[src/rtl/atm_pkg.sv]
// Shared state and menu-mode encodings for the multi-account ATM controller.
package atm_pkg;

  typedef enum logic [3:0] {
    IDLE     = 4'd0,
    PIN      = 4'd1,
    MENU     = 4'd2,
    PREVIEW  = 4'd3,
    SHOW_BAL = 4'd4,
    RAPID    = 4'd5,
    WITHDRAW = 4'd6,
    DEPOSIT  = 4'd7,
    EXIT     = 4'd8
  } atm_state_e;

  localparam logic [2:0] MODE_BAL      = 3'd1;
  localparam logic [2:0] MODE_RAPID    = 3'd2;
  localparam logic [2:0] MODE_WITHDRAW = 3'd3;
  localparam logic [2:0] MODE_DEPOSIT  = 3'd4;
  localparam logic [2:0] MODE_EXIT     = 3'd5;

  function automatic logic mode_valid(input logic [2:0] m);
    return (m >= MODE_BAL) && (m <= MODE_EXIT);
  endfunction

  // States where the inactivity timeout is allowed to end the session.
  function automatic logic timed_state(input atm_state_e s);
    return (s == PIN) || (s == MENU) || (s == WITHDRAW) || (s == DEPOSIT);
  endfunction

  // States where a verified customer is present and the balance is shown.
  function automatic logic session_state(input atm_state_e s);
    return (s == MENU) || (s == PREVIEW) || (s == SHOW_BAL) || (s == RAPID) ||
           (s == WITHDRAW) || (s == DEPOSIT);
  endfunction

endpackage

[src/rtl/atm_ctrl_multi_timer.sv]
// Loadable up-counter with synchronous clear and terminal-count compare.
module atm_timer #(
  parameter int W = 8
) (
  input  logic         clk,
  input  logic         rst,
  input  logic         clr,
  input  logic         en,
  input  logic         load,
  input  logic [W-1:0] load_val,
  input  logic [W-1:0] term,
  output logic         done
);

  logic [W-1:0] cnt;

  always_ff @(posedge clk or posedge rst) begin
    if (rst)       cnt <= '0;
    else if (clr)  cnt <= '0;
    else if (load) cnt <= load_val;
    else if (en)   cnt <= cnt + 1'b1;
  end

  assign done = (cnt == term);

endmodule

[src/rtl/atm_ctrl_multi.sv]
// Multi-account ATM session controller: PIN/lockout, menu, timed preview and
// balance transactions. All outputs and account state are registered.
module atm_ctrl_multi
  import atm_pkg::*;
#(
  parameter int               NUM_ACCTS   = 4,
  parameter int               BAL_W       = 16,
  parameter int               AMT_W       = 8,
  parameter int               PIN_W       = 4,
  parameter logic [PIN_W-1:0] PIN_BASE    = 4'hA,
  parameter int               MAX_TRIES   = 3,
  parameter int               INIT_BAL    = 100,
  parameter int               RAPID_AMT   = 20,
  parameter int               PREVIEW_CYC = 5_000_000,
  parameter int               TIMEOUT_CYC = 250_000_000,
  localparam int              ACCT_W      = $clog2(NUM_ACCTS)
) (
  input  logic                 clk,
  input  logic                 rst,
  input  logic                 card_present,
  input  logic [ACCT_W-1:0]    card_id,
  input  logic [PIN_W-1:0]     pin_in,
  input  logic [2:0]           menu_sel,
  input  logic                 confirm,
  input  logic                 cancel,
  input  logic [AMT_W-1:0]     amount,
  output logic [BAL_W-1:0]     balance_out,
  output logic [3:0]           state_out,
  output logic [2:0]           mode_out,
  output logic                 ok_pulse,
  output logic                 fail_pulse,
  output logic                 beep,
  output logic [NUM_ACCTS-1:0] locked
);

  localparam int               TRY_W     = $clog2(MAX_TRIES + 1);
  localparam int               PV_W      = $clog2(PREVIEW_CYC + 1);
  localparam int               TO_W      = $clog2(TIMEOUT_CYC + 1);
  localparam logic [BAL_W-1:0] BAL_RST   = BAL_W'(INIT_BAL);
  localparam logic [BAL_W-1:0] RAPID_BAL = BAL_W'(RAPID_AMT);

  atm_state_e        state, nxt;
  logic [ACCT_W-1:0] acct;
  logic [BAL_W-1:0]  bal_q   [NUM_ACCTS];
  logic [TRY_W-1:0]  tries_q [NUM_ACCTS];
  logic [2:0]        menu_q;

  logic [BAL_W-1:0]  cur_bal, amt_ext, wr_data;
  logic [BAL_W:0]    dep_sum;
  logic [TRY_W-1:0]  tries_cur;
  logic              wr_en, tries_inc, tries_clr, lock_set, acct_ld, mode_ld;
  logic              ok_n, fail_n;
  logic              pv_done, to_done, to_clr;
  logic              pin_ok, wd_bad, dep_bad, rapid_bad, last_try;

  assign cur_bal   = bal_q[acct];
  assign tries_cur = tries_q[acct];
  assign amt_ext   = BAL_W'(amount);
  // One extra bit so a deposit overflow is visible as the carry.
  assign dep_sum   = {1'b0, cur_bal} + {1'b0, amt_ext};
  assign pin_ok    = (pin_in == (PIN_BASE ^ PIN_W'(acct)));
  assign wd_bad    = (amount == '0) || (amt_ext > cur_bal);
  assign dep_bad   = (amount == '0) || dep_sum[BAL_W];
  assign rapid_bad = (RAPID_BAL > cur_bal);
  assign last_try  = (32'(tries_cur) + 1 >= MAX_TRIES);

  atm_timer #(.W(PV_W)) u_preview (
    .clk      (clk),
    .rst      (rst),
    .clr      (state != PREVIEW),
    .en       (state == PREVIEW),
    .load     (1'b0),
    .load_val ('0),
    .term     (PV_W'(PREVIEW_CYC - 1)),
    .done     (pv_done)
  );

  // Any user action or state transition restarts the inactivity window.
  assign to_clr = confirm | cancel | (menu_sel != menu_q) | (nxt != state);

  atm_timer #(.W(TO_W)) u_idle (
    .clk      (clk),
    .rst      (rst),
    .clr      (to_clr),
    .en       (timed_state(state)),
    .load     (1'b0),
    .load_val ('0),
    .term     (TO_W'(TIMEOUT_CYC - 1)),
    .done     (to_done)
  );

  always_comb begin
    nxt       = state;
    ok_n      = 1'b0;
    fail_n    = 1'b0;
    wr_en     = 1'b0;
    wr_data   = cur_bal;
    tries_inc = 1'b0;
    tries_clr = 1'b0;
    lock_set  = 1'b0;
    acct_ld   = 1'b0;
    mode_ld   = 1'b0;
    case (state)
      IDLE: if (card_present) begin
        acct_ld = 1'b1;
        if (locked[card_id]) begin
          fail_n = 1'b1;
          nxt    = EXIT;
        end else begin
          nxt = PIN;
        end
      end
      EXIT: if (!card_present) nxt = IDLE;
      default: if (!card_present) begin
        nxt = EXIT;
      end else begin
        case (state)
          PIN: if (cancel) begin
            nxt = EXIT;
          end else if (confirm) begin
            if (pin_ok) begin
              ok_n      = 1'b1;
              tries_clr = 1'b1;
              nxt       = MENU;
            end else begin
              fail_n    = 1'b1;
              tries_inc = 1'b1;
              if (last_try) begin
                lock_set = 1'b1;
                nxt      = EXIT;
              end
            end
          end else if (to_done) begin
            fail_n = 1'b1;
            nxt    = EXIT;
          end
          MENU: if (cancel) begin
            nxt = EXIT;
          end else if (mode_valid(menu_sel)) begin
            mode_ld = 1'b1;
            nxt     = PREVIEW;
          end else if (to_done) begin
            fail_n = 1'b1;
            nxt    = EXIT;
          end
          PREVIEW: if (pv_done) begin
            case (mode_out)
              MODE_BAL:      nxt = SHOW_BAL;
              MODE_RAPID:    nxt = RAPID;
              MODE_WITHDRAW: nxt = WITHDRAW;
              MODE_DEPOSIT:  nxt = DEPOSIT;
              default:       nxt = EXIT;
            endcase
          end
          SHOW_BAL: begin
            ok_n = 1'b1;
            nxt  = MENU;
          end
          RAPID: begin
            nxt = MENU;
            if (rapid_bad) begin
              fail_n = 1'b1;
            end else begin
              ok_n    = 1'b1;
              wr_en   = 1'b1;
              wr_data = cur_bal - RAPID_BAL;
            end
          end
          WITHDRAW: if (cancel) begin
            nxt = MENU;
          end else if (confirm) begin
            nxt = MENU;
            if (wd_bad) begin
              fail_n = 1'b1;
            end else begin
              ok_n    = 1'b1;
              wr_en   = 1'b1;
              wr_data = cur_bal - amt_ext;
            end
          end else if (to_done) begin
            fail_n = 1'b1;
            nxt    = EXIT;
          end
          DEPOSIT: if (cancel) begin
            nxt = MENU;
          end else if (confirm) begin
            nxt = MENU;
            if (dep_bad) begin
              fail_n = 1'b1;
            end else begin
              ok_n    = 1'b1;
              wr_en   = 1'b1;
              wr_data = dep_sum[BAL_W-1:0];
            end
          end else if (to_done) begin
            fail_n = 1'b1;
            nxt    = EXIT;
          end
          default: nxt = IDLE;
        endcase
      end
    endcase
  end

  always_ff @(posedge clk or posedge rst) begin
    if (rst) begin
      state       <= IDLE;
      acct        <= '0;
      menu_q      <= '0;
      mode_out    <= '0;
      ok_pulse    <= 1'b0;
      fail_pulse  <= 1'b0;
      beep        <= 1'b0;
      balance_out <= '0;
    end else begin
      state      <= nxt;
      menu_q     <= menu_sel;
      ok_pulse   <= ok_n;
      fail_pulse <= fail_n;
      beep       <= ok_n | fail_n | ((nxt == PREVIEW) && (state != PREVIEW));
      if (acct_ld) acct <= card_id;
      if (mode_ld)             mode_out <= menu_sel;
      else if (state == IDLE)  mode_out <= '0;
      balance_out <= session_state(state) ? cur_bal : '0;
    end
  end

  assign state_out = state;

  // Account store: one write port, addressed by the latched account id.
  always_ff @(posedge clk or posedge rst) begin
    if (rst) begin
      for (int i = 0; i < NUM_ACCTS; i++) begin
        bal_q[i]   <= BAL_RST;
        tries_q[i] <= '0;
      end
      locked <= '0;
    end else begin
      if (wr_en) bal_q[acct] <= wr_data;
      if (tries_clr)      tries_q[acct] <= '0;
      else if (tries_inc) tries_q[acct] <= tries_cur + 1'b1;
      if (lock_set) locked[acct] <= 1'b1;
    end
  end

endmodule

[config.mk]
export PLATFORM = sky130hd
export DESIGN_NAME = atm_ctrl_multi
export DESIGN_NICKNAME = d
export VERILOG_FILES = /design/src/rtl/atm_pkg.sv /design/src/rtl/atm_ctrl_multi_timer.sv /design/src/rtl/atm_ctrl_multi.sv
export SDC_FILE = /design/constraint.sdc
export NUM_CORES = 1
export LEC_CHECK = 0
export CAP_MARGIN = 20
export CORE_UTILIZATION = 50
export CTS_CLUSTER_DIAMETER = 80
export DETAILED_ROUTE_END_ITERATION = 10
export GPL_TIMING_DRIVEN = 0
export PLACE_DENSITY = 0.71
export SYNTH_ARGS = -nofsm -noshare
export SYNTH_HDL_FRONTEND = slang
export SYNTH_SLANG_ARGS = --single-unit
[constraint.sdc]
create_clock -name clk -period 5 [get_ports clk]
set_input_delay 0.75 -clock clk [delete_from_list [all_inputs] [get_ports clk]]
set_output_delay 0.75 -clock clk [all_outputs]
set_load 0.05 [all_outputs]
After elaboration in Yosys (flattened, before gate mapping)
Cells that the tools add are included. Widths: inputs -> output; s select.

Add/sub/neg operators: 7. Magnitude comparators: 10. Equal/unequal tests: 19. Mux-type cells: 108. Bitwise gates (word level): 10. Reductions and logical operators: 23.

Operator list (number): $mux 16 (13); $bwmux 64 (1); $mux 28 (2); $mux 4 (14); $mux 1 (54); $pmux 16 s3 (1); $mux 23 (2); $bmux 16 s2 (1); $demux 16 s2 (1); $add 28x1->28 const B (1); $eq 28x28->1 const B (1); $add 23x1->23 const B (1); $eq 23x23->1 const B (1); $pmux 4 s5 (1); $add 16x8->17 (1); $eq 4x3->1 const B (4); $gt 5x16->1 const A (1); $gt 8x16->1 (1); $mux 8 (2); $pmux 4 s4 (1); $sub 16x5->16 const B (1); $sub 16x8->16 (1); $eq 4x2->1 const B (3); $logic_or 1x1->1 (10); 40 further kinds (58).

Register bits after elaboration: 158. Bits of input ports: 22. Output and inout bits: 30. Logic and storage cells: 196.

Logic depth before layout (Yosys ltp)
Depth in word-level cells: 16. Gate-level depth with buffers: 19. Depth with buffers taken out: 13.

Cells and area by module
A second synthesis with hierarchy kept.

Cell total of the unflattened synthesis: 1163. Area total of the unflattened synthesis: 10993.0 µm².

By module, submodules not included: atm_ctrl_multi (instances 1, cells an instance 696, area an instance 6947.9 µm², seq. area each 2692.6 µm²); atm_timer (u_idle) (instances 1, cells an instance 242, area an instance 2155.8 µm², seq. area each 700.7 µm²); atm_timer (u_preview) (instances 1, cells an instance 225, area an instance 1889.3 µm², seq. area each 575.6 µm²).

Worst setup path before layout
No wires, ideal clock.

Path kind: register to register. From: register acct[0]. To: register bal_q[6] in the netlist's numbering. Library setup time: 82 ps. Arrival time: 4092 ps. Required time: 4918 ps. Setup slack: 826 ps. Cell stages (with the launch flop): 18. Buffers on the path: 5. Period minus slack after synthesis: 4174 ps. Cell sequence: dfrtp_1 > buf_6 > buf_6 > buf_1 > mux4_2 > inv_1 > ha_1 > inv_1 > fa_1 > a211oi_1 > o211ai_1 > and2_1 > clkbuf_1 > o211ai_1 > a31oi_4 > nand3_1 > buf_4 > mux2_2.

Longest elaborated chain between the ends: 13. Elaborated cells on any way between the ends: 37. Classes of those cells: add/sub: 3; order compare: 4; mux: 26; bitwise: 1; reduce/logical: 3.

RTL lines: from (decl) (RTL line atm_ctrl_multi.sv:43) `logic [ACCT_W-1:0] acct;`; from (signal assigned) (RTL line atm_ctrl_multi.sv:221) `if (acct_ld) acct <= card_id;`; $not 2->3 (implied by the code) * (RTL line atm_ctrl_multi.sv:56, atm_ctrl_multi.sv:239); $bmux 16 s2 (RTL line atm_ctrl_multi.sv:56) `assign cur_bal = bal_q[acct];`; $mux 16 (implied by the code) (2 in a row) (RTL line atm_ctrl_multi.sv:56); $add 16x8->17 / $gt 8x16->1 (equally long branches) (RTL line atm_ctrl_multi.sv:60, atm_ctrl_multi.sv:62); $logic_or 1x1->1 (on tied branches) (RTL line atm_ctrl_multi.sv:63, atm_ctrl_multi.sv:62); $mux 16 (on tied branches) (RTL line atm_ctrl_multi.sv:188, atm_ctrl_multi.sv:173); $mux 16 (on tied branches) (RTL line atm_ctrl_multi.sv:186, atm_ctrl_multi.sv:171); $mux 16 (on tied branches) (RTL line atm_ctrl_multi.sv:184, atm_ctrl_multi.sv:169); $pmux 16 s3 (RTL line atm_ctrl_multi.sv:117) `case (state)`; $mux 16 (RTL line atm_ctrl_multi.sv:114) `default: if (!card_present) begin`; $mux 16 (RTL line atm_ctrl_multi.sv:103) `case (state)`; $bwmux 64 (RTL line atm_ctrl_multi.sv:239) `if (wr_en) bal_q[acct] <= wr_data;`; to (signal, indexed assignment) (RTL line atm_ctrl_multi.sv:239); to (decl) (RTL line atm_ctrl_multi.sv:44) `logic [BAL_W-1:0] bal_q [NUM_ACCTS];`.

Every way passes the cells marked *; elsewhere a longest branch is shown, timed or not. The select of a mux whose other input is x is not followed. A chain may end at the register's enable or synchronous reset.

Final worst setup path
From: register acct[0]. To: register bal_q[31] in the netlist's numbering.

Same word-level chain as after synthesis.

==> impl_results.md <==
* Status: complete, no violations
* CTS tree: done
* Final Critical Period at 4.70 ns
* Post-synth top area cell: dfrtp_1
* Post-place setup slack at -0.240 ns
* Die Wd at 136 µm
* Launch point of the worst path: acct[0]$_DFFE_PP0P_
* Finished Core Util at 59.7%
* Worst-path clk slew at 0.06 ns
* Final hold vios at 0
* Peak VDD IR at 318 µV
* Largest net degree at the start of global routing at 92
* Worst hold start: bal_q[5]$_DFFE_PP1P_
* Setup TNS at 0 ns
* Mapped Avg Cell Area at 9.52 µm²
* Vias/cell at 5.96
* Starting Density at 51.6%
* Final Slew Violations at 0
* Worst hold path class: flop to flop
* Clock Tree Buf Depth at 2
* Worst setup margin at 0.296 ns
* Die boundary height at 136 µm
* CP startpoint kind: flop
* Yosys top cell area share at 40.5%
* Ant diodes at 0
* R2r startpoint: acct[0]$_DFFE_PP0P_
* Final Cycle Share at 94.1%
* Count of cell types in the netlist at 78
* Leakage power at 4.30 nW
* Placeable Area at 17,500 µm²
* RD Place Congestion at 0.911
* Total GRT Usage at 26.2%
* Synth top area cells: dfrtp_1 40%, nand2_1 4.9%, mux4_2 4.7%
* Worst-path maximum fanout at 19
* Hpwl dp at 16,700 µm
* Crit path arrival time at 4.98 ns
* Final cell count without fillers at 1,257
* DP Area at 9850 µm²
* FFs w/ async S/R, synth at 100%
* Final setup violation count at 0
* Routed wire length at 23,000 µm
* Post-synthesis cell area at 9020 µm²
* Max Cap Viol at 0
* Worst-Margin Slew at 1.02 ns
* Routed wire per std cell at 18.3 µm
* Synthesized Nets at 991
* Via count at 7,487
* Clock Latency Late Sink at 0.43 ns
* H-tree Lvls at 4
* Post-Place Cells at 1,225
* Clk Tree Root Cell: clkbuf_16
* Top FF cell, synth: dfrtp_1
* Initial antenna violation count at 0
* Cts bufs inserted at 17
* Ys Warns at 0
* Synth Register Bits at 158
* Port bufs at 51
* Register area share after synthesis at 44.0%
* Hold buffer count at cts at 0
* Max-slew headroom at 31.1%
* First-pass GRT wire length at 37,200 µm
* Global-route congestion overflow total at 0
* DRT Pass-1 Iters at 7
* Nets at 1,062
* Post-synth EDFFs at 0
* Antenna-violating nets left at 0
* Share of cells above drive strength 1 at 12.1%
* Vias in the first global route at 7,061
* Die area at 18,600 µm²
* Fmax at 0.213 GHz
* 1st-iter DRT viols at 614
* DRC viols at 0
* FP Rows at 48
* Num ports at 52
* # fillers at 1,510
* RSZ-0062 raised after global routing: false
* Post-Syn Instances at 948
* Worst Path Required at 5.28 ns
* Clock Sinks at 158
* Worst clock skew at 0.0101 ns
* Design area at 10,400 µm²
* Layout area overhead at 15.7%
* Min Hold Slack at 0.473 ns
* Total power at 3.24 mW
* WS Path Type: flop to flop
* Pwr Density at 311 nW/µm²
* Worst Setup End Kind: flop
synthesized netlist by cell type, types with 7 or more instances:
| library cell | number |
|---|---|
| dfrtp_1 | 146 |
| nand2_1 | 117 |
| nor2_1 | 94 |
| o21ai_0 | 78 |
| a21oi_1 | 37 |
| xnor2_1 | 33 |
| xor2_1 | 33 |
| nor3_1 | 30 |
| inv_1 | 28 |
| nand3_1 | 28 |
| clkbuf_1 | 26 |
| nand4_1 | 20 |
| ha_1 | 19 |
| mux4_2 | 19 |
| and2_1 | 16 |
| and3_1 | 16 |
| mux2_2 | 15 |
| nor2b_1 | 13 |
| dfstp_2 | 12 |
| buf_2 | 10 |
| a31oi_1 | 8 |
| nand2b_1 | 7 |
what timing repair did:
| item | 4_1_cts | 5_1_grt |
|---|---|---|
| gates resized for setup | 0 | 1 |
| buffers inserted | 0 | 2 |
| endpoints found under the setup margin | 64 | 40 |
| pin swaps | 0 | 1 |
cell usage in the layout (no fill, tap or decap), types with 7 or more instances in the layout:
master	count
mux2_2	15
xnor2_1	33
a21oi_1	37
nand4_1	20
nor3_1	30
nor2_1	94
xor2_1	33
buf_2	10
nand2_1	117
nand2b_1	7
and2_1	16
clkdlybuf4s50_1	51
clkbuf_1	26
and3_1	16
nand3_1	28
dfstp_2	12
inv_1	27
dfrtp_1	146
ha_1	19
mux4_2	19
nor2b_1	13
o21ai_0	78
a31oi_1	8
clkbuf_16	17
worst max-delay path, cell delays in order (launching register included):
cell and delay (ns):
dfrtp_1 0.34, buf_6 0.18, buf_6 0.26, mux4_2 0.67, ha_1 0.33, clkbuf_1 0.29, nor3b_1 0.10, nor3_1 0.52
a31oi_1 0.34, a21boi_1 0.42, and3_1 0.23, xor2_1 0.07, a221oi_1 0.56, o21ai_0 0.19
sequential cells by signal, summed over array words and instances (netlist names):
| register | cells |
|---|---|
| acct | 2 |
| bal_q | 64 |
| balance_out | 16 |
| beep | 1 |
| fail_pulse | 1 |
| locked | 4 |
| menu_q | 3 |
| mode_out | 3 |
| ok_pulse | 1 |
| state_out | 4 |
| tries_q | 8 |
| u_idle.cnt | 28 |
| u_preview.cnt | 23 |
where the power goes:
group          switching (mW)  internal (mW)  leakage [nW]
combinational           0.412          0.238          1.88
clock                   0.535          0.729         0.276
sequential             0.0252           1.31          2.14
total                   0.972           2.27          4.30
layout make-up:
type	count	area [µm²]	area share, %
buffer	41	204	1.95
clock buffer	21	470	4.51
sequential	158	3970	38.0
inverter	28	113	1.08
multi-input combinational	719	4740	45.4
timing repair buffer	54	553	5.30
clock inverter	11	106	1.02
tap	225	282	2.70
path summary, 6_finish.rpt:
check	endpoint	slack, ns	cells after the start
min reg2reg	bal_q[5]$_DFFE_PP1P_	0.47	2
min	bal_q[5]$_DFFE_PP1P_	0.47	2
max in group asynchronous	bal_q[38]$_DFFE_PP1P_	3.44	3
max reg2reg	bal_q[31]$_DFFE_PP0P_	0.30	13
min in group asynchronous	balance_out[3]$_DFF_PP0_	0.75	2
max	bal_q[31]$_DFFE_PP0P_	0.30	13
metal layers:
| layer | up-vias | track usage [%] | wire (µm) |
|---|---|---|---|
| li1 | 3537 | - | - |
| met1 | 3639 | 35.9 | 10200 |
| met2 | 274 | 41.6 | 11000 |
| met3 | 37 | 4.47 | 1320 |
| met4 | 0 | 9.63 | 461 |
| met5 | - | 0 | 0 |
cell families (layout without fill, tap and decap cells):
group           Yosys count  in the layout  share of synthesized area [%]
buf+inv                  71            155                           3.51
compound gates          210            210                           15.2
fa+ha+maj                21             21                           3.08
xor+xnor                 66             66                           6.41
flops                   158            158                           44.0
simple gates            387            387                           21.1
mux                      35             35                           6.72
No activity file was read; power rests on OpenSTA's default activity.
==> edit: new RTL, config.mk and constraints unchanged <==
`PREVIEW_CYC`: 5_000_000 -> 1_250_000.
--- a/src/rtl/atm_ctrl_multi.sv
+++ b/src/rtl/atm_ctrl_multi.sv
@@ -11,7 +11,7 @@
   parameter int               MAX_TRIES   = 3,
   parameter int               INIT_BAL    = 100,
   parameter int               RAPID_AMT   = 20,
-  parameter int               PREVIEW_CYC = 5_000_000,
+  parameter int               PREVIEW_CYC = 1_250_000,
   parameter int               TIMEOUT_CYC = 250_000_000,
   localparam int              ACCT_W      = $clog2(NUM_ACCTS)
 ) (
Formal check against the unedited RTL: no difference found for any inputs over 4 cycles, from zero or initial values and one cycle with rst high; that may be too few to reach the edited logic, so the function may still have changed.
==> edit against the unedited design <==
Area after synthesis grew 2.3%. Total power up 0.92%. Die area is 2.3% higher. Cell area grew 2.3%. Sequential cell count fell by 2. Utilization down 0.50 points. Wire length is 3.4% higher. Critical path depth up 2. Global-route usage grew 0.40 points. Worst setup slack worse by 0.011 ns. Non-clock buffer count is 6 lower.
==> edit: results (changes against the unedited design) <==
{| class="wikitable"
! Metric !! Value
|-
| Status || complete, no violations
|-
| Post-synthesis share of cell area spent on full adders, half adders and majority gates || 0.0301 (-0.000701)
|-
| Number of logic inverters in the finished layout || 30 (+7.1%)
|-
| Iteration-0 DRC count of the detailed router || 598 (-2.6%)
|-
| Fill cell instance count of the final layout || 1572 (+4.1%)
|-
| Crit-path max FO || 10 (-9)
|-
| Worst min-delay path startpoint || bal_q[10]
|-
| Gr usage total || 0.266 (+0.00396)
|-
| M1 wire length || 10900 um (+7.7%)
|-
| Area taken by flip-flops and latches || 3920 sq um (-1.3%)
|-
| Largest net degree at the start of global routing || 85 (-7.6%)
|-
| Instance area at placement || 10100 sq um (+2.1%)
|-
| Placement-stage worst setup slack || 0.198 ns (+0.438 ns)
|-
| Combined area of the multi-input logic cells || 5010 sq um (+5.6%)
|-
| Final net count || 1057 (-0.47%)
|-
| Met1 track demand over resource in global routing || 0.375 (+0.0161)
|-
| IR Drop Worst-Case VDD || 314 uV (-1.2%)
|-
| Least-Margin Pin Slew || 0.688 ns (-0.331 ns)
|-
| Non-clock buffer contribution to total cell area || 0.0683 (-0.00419)
|-
| Number of distinct standard cells referenced by the synthesized netlist || 83 (+6.4%)
|-
| First-pass detailed-route iteration total || 5 (-2)
|-
| Final Non-Filler Cells || 1256 (-0.080%)
|-
| Total length of routed met2 wires || 10600 um (-4.1%)
|-
| Number of global-route vias before repair || 7302 (+3.4%)
|-
| Post-Synthesis Mean Instance Area || 9.78 sq um (+2.8%)
|-
| Leading post-synthesis cells by instance count || sky130_fd_sc_hd__dfrtp_1 (144), sky130_fd_sc_hd__nor2_1 (130), sky130_fd_sc_hd__nand2_1 (84)
|-
| Number of clock buffers in the layout || 20 (-4.8%)
|-
| Reg2Reg Depth || 15 (+2)
|-
| Xor-xnor portion of the synthesized cell area || 0.0626 (-0.00146)
|-
| Biggest registers after layout || bal_q: 64 flops, u_idle.cnt: 28 flops, u_preview.cnt: 21 flops
|-
| Multi-input gates || 720 (+0.14%)
|-
| Met3 usage || 0.0464 (+0.00168)
|-
| Mapped Cells || 944 (-0.42%)
|-
| Nonclk buf count || 89 (-6.3%)
|-
| Portion of netlist area occupied by mux cells || 0.0962 (+0.0290)
|-
| Max stage delay on crit path || 0.61 ns (-0.06 ns)
|-
| Number of port buffers || 50 (-2.0%)
|-
| Final RePlAce weighted congestion || 0.965 (+5.9%)
|-
| Clock buffers and inverters, area share || 0.0576 (+0.00240)
|-
| Most area-consuming cells after synthesis || sky130_fd_sc_hd__dfrtp_1 (39%), sky130_fd_sc_hd__nor2_1 (5.3%), sky130_fd_sc_hd__mux4_2 (4.6%)
|}
[edit: cell types whose count changed in the layout (fill, tap and decap cells not counted), moves of 7 or more]
cell and change:
sky130_fd_sc_hd__nand2_1 -33, sky130_fd_sc_hd__a31oi_1 +9, sky130_fd_sc_hd__buf_2 -8, sky130_fd_sc_hd__o31ai_1 +9, sky130_fd_sc_hd__o21ai_0 -50, sky130_fd_sc_hd__mux2_2 +21, sky130_fd_sc_hd__a21oi_1 +7, sky130_fd_sc_hd__nor2_1 +36
sky130_fd_sc_hd__nand3_1 +8
[edit: report_power, final]
group | total [mW] | internal, mW | switching, mW
clock | 1.36 | 0.816 | 0.544
combinational | 0.583 | 0.221 | 0.361
sequential | 1.33 | 1.30 | 0.0305
